**config.mk**
```make
export PLATFORM = sky130hd
export DESIGN_NAME = tc_multi
export DESIGN_NICKNAME = d
export VERILOG_FILES = /design/src/rtl/tc_pkg.sv /design/src/rtl/tc_channel.sv /design/src/rtl/tc_multi.sv
export SDC_FILE = /design/constraint.sdc
export NUM_CORES = 1
export LEC_CHECK = 0
export CAP_MARGIN = 40
export CORE_UTILIZATION = 35
export CTS_BUF_LIST = sky130_fd_sc_hd__clkbuf_8
export CTS_CLUSTER_SIZE = 28
export DETAILED_ROUTE_END_ITERATION = 6
export MAX_ROUTING_LAYER = met4
export PLACE_DENSITY_LB_ADDON = 0.25
export SLEW_MARGIN = 20
export SYNTH_ARGS = -nofsm -noshare
export SYNTH_HDL_FRONTEND = slang
export SYNTH_SLANG_ARGS = --single-unit
```
**constraint.sdc**
```tcl
create_clock -name clk -period 3.5 [get_ports clk]
set_input_delay 0.35 -clock clk [delete_from_list [all_inputs] [get_ports clk]]
set_output_delay 0.35 -clock clk [all_outputs]
set_load 0.02 [all_outputs]
```
**src/rtl/tc_pkg.sv**
```systemverilog
// Shared types and constants for the multi-channel timer/counter block.
// Holds the channel FSM encoding, the per-channel register offsets and the CTRL field positions.
package tc_pkg;

    typedef enum logic [1:0] {
        IDLE = 2'd0,
        LOAD = 2'd1,
        CNT  = 2'd2,
        INT  = 2'd3
    } state_t;

    localparam int OFF_CTRL   = 0;
    localparam int OFF_PRESET = 1;
    localparam int OFF_COUNT  = 2;
    localparam int CH_STRIDE  = 4;

    localparam logic [1:0] MODE_ONESHOT = 2'b00;
    localparam logic [1:0] MODE_RELOAD  = 2'b01;

    localparam int CTRL_EN      = 0;
    localparam int CTRL_MODE_LO = 1;
    localparam int CTRL_MODE_HI = 2;
    localparam int CTRL_IM      = 3;
    localparam int CTRL_W       = 4;

endpackage

```
**src/rtl/tc_channel.sv**
```systemverilog
// One timer channel: CTRL/PRESET/COUNT registers plus the IDLE/LOAD/CNT/INT down-counter FSM.
// expire is a one-cycle strobe that is high during the cycle whose closing edge enters INT.
module tc_channel
    import tc_pkg::*;
#(
    parameter int CNT_W = 32
) (
    input  logic              clk,
    input  logic              reset,
    input  logic              ctrl_we,
    input  logic              preset_we,
    input  logic [CTRL_W-1:0] ctrl_din,
    input  logic [CNT_W-1:0]  preset_din,
    output logic [CTRL_W-1:0] ctrl,
    output logic [CNT_W-1:0]  preset,
    output logic [CNT_W-1:0]  count,
    output logic              expire
);

    state_t     state;
    logic       en;
    logic       reload;
    logic [1:0] mode;

    assign en     = ctrl[CTRL_EN];
    assign mode   = ctrl[CTRL_MODE_HI:CTRL_MODE_LO];
    assign reload = (mode == MODE_RELOAD);
    assign expire = (state == CNT) && en && (count <= CNT_W'(1));

    always_ff @(posedge clk) begin
        if (reset) begin
            state  <= IDLE;
            ctrl   <= '0;
            preset <= '0;
            count  <= '0;
        end else begin
            if (preset_we) preset <= preset_din;
            case (state)
                IDLE: if (en) state <= LOAD;
                LOAD: begin
                    count <= preset;
                    state <= CNT;
                end
                CNT: begin
                    if (!en) begin
                        state <= IDLE;
                    end else if (count <= CNT_W'(1)) begin
                        count <= '0;
                        state <= INT;
                    end else begin
                        count <= count - CNT_W'(1);
                    end
                end
                INT: begin
                    // Reserved modes (1x) fall into the one-shot branch.
                    if (reload) begin
                        state <= en ? LOAD : IDLE;
                    end else begin
                        ctrl[CTRL_EN] <= 1'b0;
                        state         <= IDLE;
                    end
                end
                default: state <= IDLE;
            endcase
            // A bus write to CTRL overrides the one-shot auto-clear of EN.
            if (ctrl_we) ctrl <= ctrl_din;
        end
    end

endmodule

```
**src/rtl/tc_multi.sv**
```systemverilog
// N_CH-channel timer/counter: address decode, read mux and the shared W1C pending register.
// Pending set from a channel expiring wins over a clear arriving on the same edge.
module tc_multi
    import tc_pkg::*;
#(
    parameter int N_CH  = 2,
    parameter int CNT_W = 32,
    parameter int AW    = 6
) (
    input  logic            clk,
    input  logic            reset,
    input  logic [AW-1:0]   addr,
    input  logic            we,
    input  logic [31:0]     din,
    output logic [31:0]     dout,
    output logic [N_CH-1:0] irq_vec,
    output logic            irq
);

    localparam logic [AW-1:0] STATUS_OFF = AW'(CH_STRIDE * N_CH);

    logic [CTRL_W-1:0] ctrl   [N_CH];
    logic [CNT_W-1:0]  preset [N_CH];
    logic [CNT_W-1:0]  count  [N_CH];
    logic [N_CH-1:0]   expire;
    logic [N_CH-1:0]   ctrl_hit;
    logic [N_CH-1:0]   im;
    logic [N_CH-1:0]   pending;
    logic [N_CH-1:0]   clr;
    logic              status_we;

    assign status_we = we && (addr == STATUS_OFF);

    for (genvar i = 0; i < N_CH; i++) begin : g_ch
        logic preset_we;
        assign ctrl_hit[i] = we && (addr == AW'(CH_STRIDE * i + OFF_CTRL));
        assign preset_we   = we && (addr == AW'(CH_STRIDE * i + OFF_PRESET));
        assign im[i]       = ctrl[i][CTRL_IM];

        tc_channel #(.CNT_W(CNT_W)) u_ch (
            .clk        (clk),
            .reset      (reset),
            .ctrl_we    (ctrl_hit[i]),
            .preset_we  (preset_we),
            .ctrl_din   (din[CTRL_W-1:0]),
            .preset_din (din[CNT_W-1:0]),
            .ctrl       (ctrl[i]),
            .preset     (preset[i]),
            .count      (count[i]),
            .expire     (expire[i])
        );
    end

    // Any CTRL write to a channel acknowledges that channel's interrupt.
    assign clr = ctrl_hit | (status_we ? din[N_CH-1:0] : '0);

    always_ff @(posedge clk) begin
        if (reset) pending <= '0;
        else       pending <= (pending & ~clr) | expire;
    end

    assign irq_vec = pending & im;
    assign irq     = |irq_vec;

    always_comb begin
        dout = '0;
        for (int i = 0; i < N_CH; i++) begin
            if (addr == AW'(CH_STRIDE * i + OFF_CTRL))   dout = 32'(ctrl[i]);
            if (addr == AW'(CH_STRIDE * i + OFF_PRESET)) dout = 32'(preset[i]);
            if (addr == AW'(CH_STRIDE * i + OFF_COUNT))  dout = 32'(count[i]);
        end
        if (addr == STATUS_OFF) dout = 32'(pending);
    end

endmodule

```
==> After elaboration in Yosys (flattened, before gate mapping) <==
Cells that the tools add are included.
{ "totals": {"input_bits": 41, "register_bits": 142, "elab_cells": 97} }
{ "classes": {"eq_ne": 22, "mux": 32, "n_reduce_logical": 23, "order_cmp": 2, "n_addsub": 2, "bitwise_logic": 5} }
{ "ops": {"columns": ["op", "count"], "rows": [
  ["2-to-1 mux 32 bit", 10],
  ["case mux 32 bit (2 select lines)", 2],
  ["less-or-equal comparator 32 x 1 -> 1 bit, second input constant", 2],
  ["subtractor 32 x 1 -> 32 bit, second input constant", 2],
  ["== test 6 x 3 -> 1 bit, second input constant", 3],
  ["2-to-1 mux 2 bit", 9],
  ["case mux 2 bit (4 select lines)", 2],
  ["!= test 2 x 1 -> 1 bit, second input constant", 6],
  ["AND reduction 2 bit", 6],
  ["logical AND 1 bit", 9],
  ["== test 2 x 1 -> 1 bit, second input constant", 4],
  ["== test 2 bit, second input constant", 4],
  ["2-to-1 mux 1 bit", 8],
  ["nonzero test 2 bit", 4],
  ["== test 6 x 1 -> 1 bit, second input constant", 1],
  ["== test 6 x 2 -> 1 bit, second input constant", 1],
  ["== test 6 x 4 -> 1 bit, second input constant", 1],
  ["zero test 6 bit", 1],
  ["!= test 3 bit, second input constant", 2],
  ["AND 2 bit", 2],
  ["zero test 2 bit", 2],
  ["2-to-1 mux 4 bit", 1],
  ["OR 2 bit", 2],
  ["NOT 2 bit", 1],
  ["OR reduction 2 bit", 1]
]} }

==> Depth between registers and ports, before layout <==
{ "logic_depth": {"word_depth": 8, "mapped_depth": 9, "mapped_depth_nobuf": 8} }

==> By module <==
From an unflattened synthesis, not the netlist that was laid out.
{ "unflattened": {"cells_unflattened": 1034, "area_unflattened_um2": 8217.9} }
{ "by_module_without_submodules": {"columns": ["module", "n_inst", "seq_area_each_um2", "area_per_inst_um2", "cells_each"], "rows": [
  ["tc_channel", 2, 1401.3, 3487.1, 419],
  ["tc_multi", 1, 40.0, 1243.7, 196]
]} }

==> Least setup slack after synthesis <==
No wires, ideal clock.
{ "synth_timing": {"path_type": "register to register", "startpoint": "register g_ch[0].u_ch.count[12]", "endpoint": "register g_ch[0].u_ch.count[0]", "stages_incl_launch_ff": 10, "t_arrival_ns": 2.430, "setup_time_ns": 0.128, "path_slack_ns": 0.942, "cell_sequence": "dfxtp_1 or3_1 buf_2 or4b_4 buf_6 nor4_4 nor3b_2 buf_2 a32oi_1 nor2_1"} }
{ "synth_between": {"elab_chain_len": 4} }
{ "synth_lines": {"columns": ["element", "line_no", "source"], "rows": [
  ["start: declaration", "tc_channel.sv:16", "output logic [CNT_W-1:0] count,"],
  ["start signal: assignment", "tc_channel.sv:41", "count <= preset;"],
  ["start signal: assignment", "tc_channel.sv:51", "count <= count - CNT_W'(1);"],
  ["less-or-equal comparator 32 x 1 -> 1 bit", "tc_channel.sv:47", "end else if (count <= CNT_W'(1)) begin"],
  ["2-to-1 mux 32 bit", "tc_channel.sv:47", null],
  ["2-to-1 mux 32 bit", "tc_channel.sv:45", "if (!en) begin"],
  ["case mux 32 bit (2 select lines)", "tc_channel.sv:38", "case (state)"]
]} }
Every way passes these cells. The select of a mux whose other input is x is not followed.
A chain may end at the register's enable or synchronous reset.

==> Final worst setup path <==
{ "layout_timing": {"startpoint": "input port addr[5]", "endpoint": "output port dout[2]"} }
{ "layout_between": {"elab_chain_len": 8, "elab_cells_between_ends": 14} }
{ "layout_lines": {"columns": ["element", "line_no", "source"], "rows": [
  ["start: declaration", "tc_multi.sv:12", "input logic [AW-1:0] addr,"],
  ["zero test 6 bit", "tc_multi.sv:68", "if (addr == AW'(CH_STRIDE * i + OFF_CTRL)) dout = 32'(ctrl[i]);"],
  ["2-to-1 mux 4 bit", "tc_multi.sv:68", null],
  ["2-to-1 mux 32 bit", "tc_multi.sv:69", "if (addr == AW'(CH_STRIDE * i + OFF_PRESET)) dout = 32'(preset[i]);"],
  ["2-to-1 mux 32 bit", "tc_multi.sv:70", "if (addr == AW'(CH_STRIDE * i + OFF_COUNT)) dout = 32'(count[i]);"],
  ["2-to-1 mux 32 bit", "tc_multi.sv:68", null],
  ["2-to-1 mux 32 bit", "tc_multi.sv:69", null],
  ["2-to-1 mux 32 bit", "tc_multi.sv:70", null],
  ["2-to-1 mux 32 bit (*)", "tc_multi.sv:72", "if (addr == STATUS_OFF) dout = 32'(pending);"],
  ["end: declaration", "tc_multi.sv:15", "output logic [31:0] dout,"]
]} }
Mark *: on every way between the ends. The rest lies on a longest branch, timed or not.

==> metrics.md <==
| Metric | Value |
|---|---|
| Post-route cell area | 9351 µm² |
| Post-CTS setup buffers | 0 |
| Slew Viols, Final | 0 |
| Final setup skew | 17.42 ps |
| Total power | 3.128 mW |
| CTS resizes | 0 |
| Int Power | 2.322 mW |
| Sw Share | 25.77% |
| Placed Area | 8962 µm² |
| Vias | 8548 |
| Vias in the first global route | 7659 |
| Critical path class | input pin to output pin |
| Switching power | 0.8061 mW |
| Synth warnings | 0 |
| Grt ovf | 0 |
| Max-cap viol count | 0 |
| Die H | 151.0 µm |
| Hold Violations, Final | 0 |
| Starting Density | 35.60% |
| Mapped Nets | 1119 |
| Die W | 151.0 µm |
| Crit Path Max Fanout | 4 |
| Leakage power | 3.228 nW |
| Max H-tree Level | 4 |
| Clock transition at the registers of the reported paths | 80 ps |
| Most area-consuming cells after synthesis | dfxtp_1 (37%), nand2_1 (13%), a21oi_1 (8.0%) |
| Synthesized cell area | 7769 µm² |
| Area growth from synthesis to layout | 20.37% |
| Critical Path RT | 3150 ps |
| CTS sink count | 142 |
| Register area share after synthesis | 36.59% |
| Net count, final | 1172 |
| Worst-skew pair later-pin latency | 470 ps |
| Post-synth top cells | nand2_1 (270), dfxtp_1 (142), a21oi_1 (124), clkbuf_1 (73), o21ai_0 (66) |
| Initial DRC Count | 1159 |
| Drt pass-1 iters | 7 |
| Core area | 21820 µm² |
| Clock Path Buffers | 2 |
| Register bit total from synthesis | 142 |
| Count leader, synth | nand2_1 |
| Vias per Instance | 6.020 |
| Gpl congestion | 0.9504 |
| Die area | 22800 µm² |
| Worst Hold Class | input pin to register |
| Synth top area share | 36.59% |
| Ys async rst share | 0% |
| Antenna violations before repair | 0 |
| Post-detail-place hpwl | 21100 µm |
| Cts hold-fix bufs | 0 |
| Share of cells above drive strength 1 | 7.807% |
| Root buffer cell | clkbuf_8 |
| PwrDens | 334.5 nW/µm² |
| Worst-Margin Slew | 726.2 ps |
| Total Routed Length | 29310 µm |
| Sequential Power Share | 52.0% |
| Period utilization | 96.40% |
| Top_reg_cell synth | dfxtp_1 |
| Clock power frac | 42.5% |
| Number of placement rows | 54 |
| Synth cell types | 59 |
| N_diodes | 0 |
| Area leader, netlist | dfxtp_1 |
| Final Critical Period | 3374 ps |
| Final setup vio count | 0 |
| Crit. End Element | output pin |
| Setup crit start kind | input pin |
| Arrival time worst endpoint | 3020 ps |
| Syn Area/Cell | 7.233 µm² |
| WL per Instance | 20.64 µm |
| I/O pins | 76 |
| DRC | 2 |
| CTS tree | built |
| Failing checks | design-rule violations |
| Num CTS Buffers | 17 |
| Pin count of the biggest net entering global routing | 63 |
| Peak Freq | 296.4 MHz |
| Comb pwr share | 5.6% |
| Number of flops mapped to enable cells by yosys | 0 |
| Status | finished with violations |
| GRT Total Usage | 27.18% |
| IO buf count | 75 |
| Antenna viol nets, final | 0 |
| Max_slew headroom | 51.14% |
| Synthesized instance count | 1074 |
| RSZ-0062 raised after global routing | no |
| First-pass GRT wire length | 45610 µm |
| Sum Neg Setup Slack | 0 ps |
| VDD IR max | 0.1652 mV |
## logic make-up after synthesis
group | synth area share, %
flip-flops | 36.59
XOR/XNOR | 0.9020
multiplexers | 0.6764
buffers and inverters | 4.896
AO/OA/AOI/OAI | 27.78
AND/OR/NAND/NOR | 28.51
adder cells (fa/ha/maj) | 0.6443
## sequential cells by signal, indices dropped and copies added, names as in the netlist
name and cells:
g_ch.u_ch.count 64, g_ch.u_ch.ctrl 8, g_ch.u_ch.preset 64, g_ch.u_ch.state 4, pending 2
## power by group through the flow
| stage | clock network, mW | registers [mW] | logic, mW |
|---|---|---|---|
| 6_report | 1.33 | 1.63 | 0.174 |
| 5_1_grt | 1.42 | 1.63 | 0.183 |
| 4_1_cts | 1.34 | 1.62 | 0.172 |
| 3_5_place_dp | 0 | 1.66 | 0.171 |
| 3_3_place_gp | 0 | 1.66 | 0.169 |
| 2_1_floorplan | 0 | 1.66 | 0.0763 |
## stage by stage
step                util (%)  instances  hold slack (ps)  setup WS (ps)
floorplan                  -       1074            444.7          942.2
CTS                    42.82       1419            313.7          144.4
finish                 42.85       1420            348.4          125.9
global placement       40.87       1384            460.6          200.9
global route           42.85       1420            323.5          8.487
detailed placement     41.07       1387            466.0          154.0
## path summary, 6_finish.rpt
check / startpoint / endpoint / slack (ps) / cells past startpoint
setup reg to reg: g_ch[0].u_ch.count[12]$_SDFFE_PP0P_ / g_ch[0].u_ch.count[27]$_SDFFE_PP0P_ / 740 / 8
hold reg to reg: g_ch[1].u_ch.preset[4]$_SDFFE_PP0P_ / g_ch[1].u_ch.preset[4]$_SDFFE_PP0P_ / 480 / 2
setup / recovery: addr[5] / dout[2] / 130 / 7
hold / removal: reset / g_ch[1].u_ch.count[3]$_SDFFE_PP0P_ / 350 / 2
## metal layers
layer / routed length [µm] / up-vias / global-route usage (%) / part of all wire, %
li1: - / 4042 / - / -
met1: 13230 / 4022 / 38.82 / 45
met2: 12510 / 437 / 37.94 / 43
met3: 2835 / 47 / 5.452 / 9.7
met4: 728 / 0 / 8.500 / 2.5
met5: 0 / - / - / 0
## placed cells by master (no fill, tap or decap), types with 7 or more instances in the layout
cell type	count
a32oi_1	9
clkdlybuf4s50_1	74
a222oi_1	29
o31ai_1	7
a21oi_1	123
nor2b_1	11
nand4_1	7
nor2_1	45
inv_1	19
a31oi_1	7
or4_1	9
nor3_1	39
clkbuf_8	17
nand2_1	270
o41ai_1	9
or3_1	12
a211oi_1	32
nand3_1	32
dfxtp_1	142
buf_12	8
nor4_1	14
nand2b_1	9
o21ai_0	66
a221oi_1	10
buf_4	31
## critical path, cell delays in order
cell and delay (ps):
clkdlybuf4s50_1 430, or4b_2 740, nor3_1 400, a21oi_1 90, a22oi_1 260, a221o_1 160
clkdlybuf4s50_1 610
## final cells by class
type                       count  area (µm²)
fill                        2280       12470
multi-input combinational    834        4557
sequential                   142        2843
timing repair buffer         115        1156
tap                          280       350.3
clock buffer                  17       234.0
clock inverter                15       147.6
inverter                      17       63.81
No activity file was read; power rests on OpenSTA's default activity.
